### src/rtl/probe_buffer_mc.sv
// Multi-channel probe capture buffer: one circular FIFO per channel, drained
// through a select/ready/valid read port with one-cycle response latency.
module probe_buffer_mc #(
  parameter int unsigned WIDTH     = 64,
  parameter int unsigned DEPTH     = 16,
  parameter int unsigned CHANNELS  = 4,
  parameter int unsigned OVERWRITE = 0,
  parameter int unsigned SEL_WIDTH = 12
) (
  input  logic                      clock,
  input  logic                      reset,
  input  logic [CHANNELS*WIDTH-1:0] write,
  input  logic [CHANNELS-1:0]       wen,
  output logic [CHANNELS*WIDTH-1:0] latest,
  output logic [CHANNELS-1:0]       not_empty,
  input  logic [SEL_WIDTH-1:0]      read_select,
  input  logic                      read_ready,
  output logic                      read_valid,
  output logic [WIDTH-1:0]          read_data
);

  localparam int unsigned PW   = $clog2(DEPTH);
  localparam int unsigned CW   = PW + 1;
  localparam int unsigned CH_W = (CHANNELS > 1) ? $clog2(CHANNELS) : 1;

  localparam logic [3:0] OP_POP    = 4'd0;
  localparam logic [3:0] OP_COUNT  = 4'd1;
  localparam logic [3:0] OP_STATUS = 4'd2;

  logic [3:0]      op;
  logic [7:0]      ch;
  logic            ch_ok;
  logic [CH_W-1:0] idx;

  assign op    = read_select[11:8];
  assign ch    = read_select[7:0];
  assign ch_ok = 32'(ch) < CHANNELS;
  assign idx   = ch[CH_W-1:0];

  if (SEL_WIDTH > 12) begin : g_sel_hi
    logic unused_sel_hi;
    assign unused_sel_hi = ^read_select[SEL_WIDTH-1:12];
  end

  logic [CW-1:0]    cnt  [CHANNELS];
  logic             ovfs [CHANNELS];
  logic [WIDTH-1:0] head [CHANNELS];

  for (genvar i = 0; i < CHANNELS; i++) begin : g_ch
    logic [WIDTH-1:0] mem [DEPTH];
    logic [PW-1:0]    wr_ptr;
    logic [PW-1:0]    rd_ptr;
    logic [CW-1:0]    count;
    logic [CW-1:0]    count_next;
    logic             ovf;
    logic [WIDTH-1:0] latest_q;
    logic             ne_q;
    logic [WIDTH-1:0] sample;
    logic             sel, full, pop, stat, push, grow, ovf_set, store, adv_rd;

    assign sample  = write[i*WIDTH +: WIDTH];
    assign sel     = read_ready && ch_ok && (idx == CH_W'(i));
    assign full    = (count == CW'(DEPTH));
    assign pop     = sel && (op == OP_POP) && (count != '0);
    assign stat    = sel && (op == OP_STATUS);
    assign push    = wen[i];
    // A same-cycle pop frees a slot, so a full channel still accepts the push.
    assign grow    = push && (!full || pop);
    assign ovf_set = push && full && !pop;
    assign store   = grow || (ovf_set && (OVERWRITE != 0));
    assign adv_rd  = pop || (ovf_set && (OVERWRITE != 0));

    assign count_next = count + CW'(grow) - CW'(pop);

    always_ff @(posedge clock) begin
      if (store) mem[wr_ptr] <= sample;
    end

    always_ff @(posedge clock or negedge reset) begin
      if (!reset) begin
        wr_ptr   <= '0;
        rd_ptr   <= '0;
        count    <= '0;
        ovf      <= 1'b0;
        latest_q <= '0;
        ne_q     <= 1'b0;
      end else begin
        if (push) latest_q <= sample;
        if (store) wr_ptr <= wr_ptr + PW'(1);
        if (adv_rd) rd_ptr <= rd_ptr + PW'(1);
        count <= count_next;
        ne_q  <= (count_next != '0);
        // Overflow set wins over a same-cycle STATUS clear.
        if (ovf_set) ovf <= 1'b1;
        else if (stat) ovf <= 1'b0;
      end
    end

    assign latest[i*WIDTH +: WIDTH] = latest_q;
    assign not_empty[i]             = ne_q;
    assign cnt[i]                   = count;
    assign ovfs[i]                  = ovf;
    assign head[i]                  = mem[rd_ptr];
  end

  logic [WIDTH-1:0] rsp;

  // Response payload for the currently selected channel/op.
  always_comb begin
    rsp = '0;
    if (ch_ok) begin
      case (op)
        OP_POP:    if (cnt[idx] != '0) rsp = head[idx];
        OP_COUNT:  rsp = WIDTH'(cnt[idx]);
        OP_STATUS: rsp[2:0] = {cnt[idx] == '0, cnt[idx] == CW'(DEPTH), ovfs[idx]};
        default:   rsp = '0;
      endcase
    end
  end

  always_ff @(posedge clock or negedge reset) begin
    if (!reset) begin
      read_valid <= 1'b0;
      read_data  <= '0;
    end else begin
      read_valid <= read_ready;
      read_data  <= read_ready ? rsp : '0;
    end
  end

endmodule

### config.mk
export PLATFORM = sky130hd
export DESIGN_NAME = probe_buffer_mc
export DESIGN_NICKNAME = d
export VERILOG_FILES = /design/src/rtl/probe_buffer_mc.sv
export SDC_FILE = /design/constraint.sdc
export NUM_CORES = 2
export LEC_CHECK = 0
export BUFFER_PORTS_ARGS = -buffer_cell sky130_fd_sc_hd__buf_4
export CAP_MARGIN = 10
export CORE_MARGIN = 2
export CORE_UTILIZATION = 45
export CTS_CLUSTER_DIAMETER = 40
export CTS_CLUSTER_SIZE = 30
export DETAILED_ROUTE_END_ITERATION = 10
export PLACE_DENSITY_LB_ADDON = 0.08
export SLEW_MARGIN = 20
export SYNTH_ARGS = -nofsm -noshare
export SYNTH_HDL_FRONTEND = slang
export SYNTH_SLANG_ARGS = --single-unit
### constraint.sdc
create_clock -name clock -period 8.2 [get_ports clock]
set_input_delay 1.64 -clock clock [delete_from_list [all_inputs] [get_ports clock]]
set_output_delay 1.64 -clock clock [all_outputs]
set_load 0.005 [all_outputs]
After elaboration in Yosys (flattened, before gate mapping)
Memories as Yosys holds them, arrays and structs flattened.
Index checks and enable logic that the tools add are counted.
- $add $sub $neg: 16
- order comparisons: 2
- eq/ne operators: 10
- mux-type cells: 30
- bitwise logic cells: 1
- reductions and logical operators: 57
- operators by type and width (cell ; count):
    64-bit 2-to-1 mux ; 5
    64-bit binary-select mux with 2-bit select ; 1
    61-bit case mux with 2 select lines ; 1
    5-bit nonzero test ; 9
    4-bit by 1-bit adder with 4-bit output (second input constant) ; 8
    1-bit logical AND ; 29
    5-bit equality test (second input constant) ; 5
    5-bit by 1-bit adder with 5-bit output ; 4
    5-bit by 1-bit subtractor with 5-bit output ; 4
    1-bit 2-to-1 mux ; 18
    5-bit binary-select mux with 2-bit select ; 1
    5-bit 2-to-1 mux ; 2
    3-bit case mux with 3 select lines ; 1
    1-bit logical NOT ; 8
    8-bit by 3-bit < comparator with 1-bit output (second input constant) ; 1
    2-bit nonzero test ; 4
    5-bit logical NOT ; 1
    2-bit equality test (second input constant) ; 2
    4-bit by 1-bit equality test with 1-bit output (second input constant) ; 1
    4-bit by 2-bit equality test with 1-bit output (second input constant) ; 1
    4-bit logical NOT ; 1
    1-bit logical OR ; 4
    3-bit greater-or-equal comparator (second input constant) ; 1
    2-bit NOT with 3-bit output ; 1
    3 further kinds ; 3
- flip-flop bits (word level): 381
- RAM bits: 4096
- input bits: 275
- output and inout bits: 325
- memories: 4
- memories (name ; depth ; width ; read ports ; clocked after memory_dff ; wr ports ; RTL line ; RTL):
    g_ch[0].mem ; 16 ; 64 ; 1 ; 0 ; 1 ; 50 ; logic [WIDTH-1:0] mem [DEPTH];
    g_ch[1].mem ; 16 ; 64 ; 1 ; 0 ; 1 ; 50 ;
    g_ch[2].mem ; 16 ; 64 ; 1 ; 0 ; 1 ; 50 ;
    g_ch[3].mem ; 16 ; 64 ; 1 ; 0 ; 1 ; 50 ;

Logic depth before layout (Yosys ltp)
- word-level depth: 10
- mapped depth: 18
- depth with buffers taken out: 16

Worst setup path after synthesis
No wires, ideal clock.
- path kind: input port to flip-flop
- from: in read_select[4]
- to: mem g_ch[1].mem[3][0], enable pin
- library setup time: 565 ps
- arrival: 7258 ps
- setup slack: 377 ps
- stages on the path: 7
- path buffers: 1
- path through: nor4b_2 -> nand3_2 -> o2111ai_1 -> and2_1 -> buf_2 -> nand2_1 -> nor3_1
- word-level cells in the longest chain between the ends: 9
- ends and longest elaborated chain (element ; RTL line ; RTL):
    start: declaration ; 16 ; input logic [SEL_WIDTH-1:0] read_select,
    8-bit by 3-bit < comparator with 1-bit output ; 37 ; assign ch_ok = 32'(ch) < CHANNELS;
    1-bit logical AND (2 in a row) ; 62 ; assign sel = read_ready && ch_ok && (idx == CH_W'(i));
    1-bit logical AND (2 in a row) ; 64 ; assign pop = sel && (op == OP_POP) && (count != '0);
    1-bit logical OR ; 68 ; assign grow = push && (!full || pop);
    1-bit logical AND ; 68 ;
    1-bit 2-to-1 mux ; 76 ; if (store) mem[wr_ptr] <= sample;
    1-bit 2-to-1 mux (not written as such) ; 76 ;
    end: declaration ; 50 ;
No other way between the ends.

Worst setup path after layout
- from: in read_select[9]
- to: reg g_ch[1].ne_q
- word-level cells in the longest chain between the ends: 8
- ends and longest elaborated chain (element ; RTL line ; RTL):
    4-bit logical NOT * ; 64 ;
    1-bit logical AND * (2 in a row) ; 64 ;
    1-bit logical OR ; 68 ;
    1-bit logical AND ; 68 ;
    5-bit by 1-bit adder with 5-bit output ; 73 ; assign count_next = count + CW'(grow) - CW'(pop);
    5-bit by 1-bit subtractor with 5-bit output * ; 73 ;
    net g_ch[1].count_next[4] ; 54 ; logic [CW-1:0] count_next;
    5-bit nonzero test * ; 92 ; ne_q <= (count_next != '0);
    end signal: assignment ; 92 ;
    end: declaration ; 57 ; logic ne_q;
The timed path passes the listed nets; every way through them passes the cells marked *.
A chain may end at the register's enable or synchronous reset.

==> metrics.md <==
| Metric | Value |
|---|---|
| Status | `finished clean` |
| Final Cycle Share | `between 60% and 70%` |
| Setup bufs post-CTS | `0` |
| Synth Cell Area | `~170000 sq um` |
| DRT Wirelength | `476 mm` |
| Hold Buf Count CTS | `0` |
| Worst-margin pin slew | `about 1400 ps` |
| Post-synth top cells | `edfxtp_1 (4096), mux4_2 (983), mux2i_1 (576)` |
| Fmax | `about 200 MHz` |
| Post-synth cell types | `59` |
| Vias per inst | `5.84` |
| Share of the synthesized area in the top cell type | `72.2%` |
| First-pass GRT wire length | `between 600 and 700 mm` |
| Final Core Density | `between 50% and 60%` |
| Starting density of the core | `45.1%` |
| R2r setup slk | `3920 ps` |
| Sink Count | `4477` |
| Iter 0 DRT Violations | `8815` |
| Syn-to-layout area delta | `19.3%` |
| Worst R2R Path Depth | `7` |
| H-tree depth | `6` |
| Final worst slack | `3200 ps` |
| Largest net degree at the start of global routing | `approximately 120` |
| Max-Cap Viols | `0` |
| Die X-Extent | `roughly 620 microns` |
| Worst-skew pair later-pin latency | `1050 ps` |
| Cell Rows | `226` |
| Total CTS buffers | `604` |
| Critical path's slowest cell | `nor4_4` |
| First-pass DRT Iterations | `5` |
| Final setup vio count | `0` |
| Ys async rst share | `8.51%` |
| Fin. Hold Viols | `0` |
| Syn. warnings | `0` |
| WHS Path Cells | `1` |
| Clock buffer depth | `4` |
| Worst r2r src | `g_ch[2].rd_ptr[0]` |
| #FFs+latches synth | `4477` |
| Critical Path Source Type | `input port` |
| CP required | `slightly above 9000 ps` |
| EDFF count, synth | `4096` |
| Initial antenna violation count | `34` |
| Ranking of synthesized cells by area | `edfxtp_1 (72%), mux4_2 (13%), dfrtp_1 (5.6%)` |
| Antenna Nets Post-Route | `0` |
| Clk_skew | `47.9 ps` |
| Leakage power | `0.0663 uW` |
| RD Place Congestion | `0.856` |
| Clock Pin Slew Worst Setup and Hold Paths | `50 ps` |
| Final hold slack | `502 ps` |
| HP Class | `reg -> reg` |
| Hold path start | `g_ch[3].latest_q[29]` |
| Ordered list of cells on the worst path | `buf_4, nor4_4, nand3_2, o2111ai_1, and2_1, inv_1, ha_1, inv_1, ha_1, inv_1, fa_1, inv_1, a21oi_1, nor2_1, nor2_1, xnor2_1, or4_1` |
| Setup TNS | `0 ps` |
| Worst Path Arrival | `5890 ps` |
| CP most frequent cell | `inv_1` |
| Io pins | `600` |
| Peak supply drop | `between 0.2 and 0.25 mV` |
| Core Region | `378000 sq um` |
| Die area | `384000 sq um` |
| Total GRT Usage | `between 20 and 25%` |
| Slew HR | `9.29%` |
| Die H | `~620 microns` |
| Slew Viols, Final | `0` |
| Gr ovfl total | `0` |
| Net Count, Synth | `7851` |
| CTS Root Buffer Type | `clkbuf_16` |
| CP peak stage delay | `750 ps` |
| Most frequent cell after synthesis | `edfxtp_1` |
| Mapped Cells | `7528` |
| CTS resizes | `0` |
| Pwr Density | `291 nW/um^2` |
| Layout cells sized above 1 | `35.3%` |
| Min cycle time layout | `~5000 ps` |
| WS Path Type | `in -> reg` |
| Total Power | `59200 uW` |
| Place WS | `2150 ps` |
| Number of global-route vias before repair | `85067` |
| Placed wire-length estimate | `around 300 mm` |
| CTS tree | `yes` |
| CP endpoint kind | `flip-flop` |
| Reg2Reg Capture Point | `read_data[44]` |
| Mean Syn Cell Area | `22.6 sq um` |
| WL per Instance | `between 30 and 40 microns` |
| Crit-path max FO | `9` |
| RSZ-0062 raised after global routing | `no` |
| Sequential area share after synthesis | `about 80%` |
| Area leader, netlist | `edfxtp_1` |
| Vias | `82252` |
| Buffers on Ports | `599` |
| Top FF cell, synth | `edfxtp_1` |
| Fin nets | `8880` |
| Hold Path End | `g_ch[3].latest_q[29]` |
| # DRC | `0` |
==> worst max path at each step <==
stage,from,to,slack [ps]
after floorplan,read_select[4],g_ch[1].mem[3][0],380
after global placement,read_select[9],g_ch[1].ne_q,2040
after detailed placement,read_select[9],g_ch[1].ne_q,2150
after CTS,read_select[9],g_ch[1].ne_q,3250
after global routing,read_select[9],g_ch[1].ne_q,3060
final,read_select[9],g_ch[1].ne_q,3200
==> layout by cell type (no fill, tap or decap), types with 12 or more instances in the layout <==
cell type,count
a21oi_1,19
clkinv_4,46
clkbuf_16,622
buf_12,53
buf_4,752
inv_1,49
nor4_1,60
a22oi_1,29
mux2_2,259
nand2b_1,12
nor3_2,18
mux4_2,983
clkbuf_1,58
dfrtp_1,370
clkinvlp_4,59
nor2_4,48
nand3_1,23
bufinv_16,65
clkinv_2,67
inv_6,77
o22ai_2,52
mux2i_1,576
clkinv_1,67
o22ai_1,187
inv_8,20
diode_2,13
o21ai_0,20
nand2_1,53
nor2b_1,13
ha_1,44
edfxtp_1,4096
xnor2_1,31
nor2_1,78
==> sequential cells by signal, indices dropped and copies added, names as in the netlist <==
register and count:
g_ch.count 20, g_ch.latest_q 256, g_ch.mem 4096, g_ch.ne_q 4
g_ch.ovf 4, g_ch.rd_ptr 16, g_ch.wr_ptr 16, read_data 64
read_valid 1
==> power by group <==
| group | switching [uW] | internal (uW) |
|---|---|---|
| registers | 605 | 27300 |
| clock network | 10300 | 16200 |
| logic | 3210 | 1520 |
| total | 14100 | 45100 |
==> cell families (layout without fill, tap and decap cells) <==
kind of cell,Yosys count,count (layout),share of synthesized area [%]
buffers and inverters,452,1989,1.27
multiplexers,1818,1818,18.1
other,0,13,0
flip-flops,4477,4477,77.8
adder cells (fa/ha/maj),48,48,0.370
AND/OR/NAND/NOR,353,353,1.03
XOR/XNOR,40,40,0.206
AO/OA/AOI/OAI,340,340,1.29
==> critical path, delay by kind of cell <==
family	cells	cell delay (ps)
compound gates	2	400
xor+xnor	1	140
buf+inv	5	440
simple gates	6	2360
fa+ha+maj	3	900
==> per-layer routing <==
metal  routed length [microns]  up-vias  global-route usage (%)
met3                     28800      646                    3.83
li1                          -    33888                       -
met5                        46        -                       0
met2                    233000     2801                    40.5
met4                     20100        6                    9.36
met1                    194000    44911                    33.9
==> through the flow <==
step | area (sq um) | instances
after global routing | 203000 | 14084
after global placement | 182000 | 12943
after CTS | 203000 | 14079
final | 203000 | 14094
after floorplan | 170000 | 7528
after detailed placement | 183000 | 12965
==> area by class of cell <==
class / instances / area, sq um
fill: 29009 / 175000
multi-input combinational: 2599 / 36600
timing repair buffer: 825 / 7010
tap: 5016 / 6280
inverter: 50 / 193
clock buffer: 691 / 15900
clock inverter: 423 / 4720
sequential: 4477 / 133000
antenna: 13 / 32.5
(Power assumes the default switching activity.)
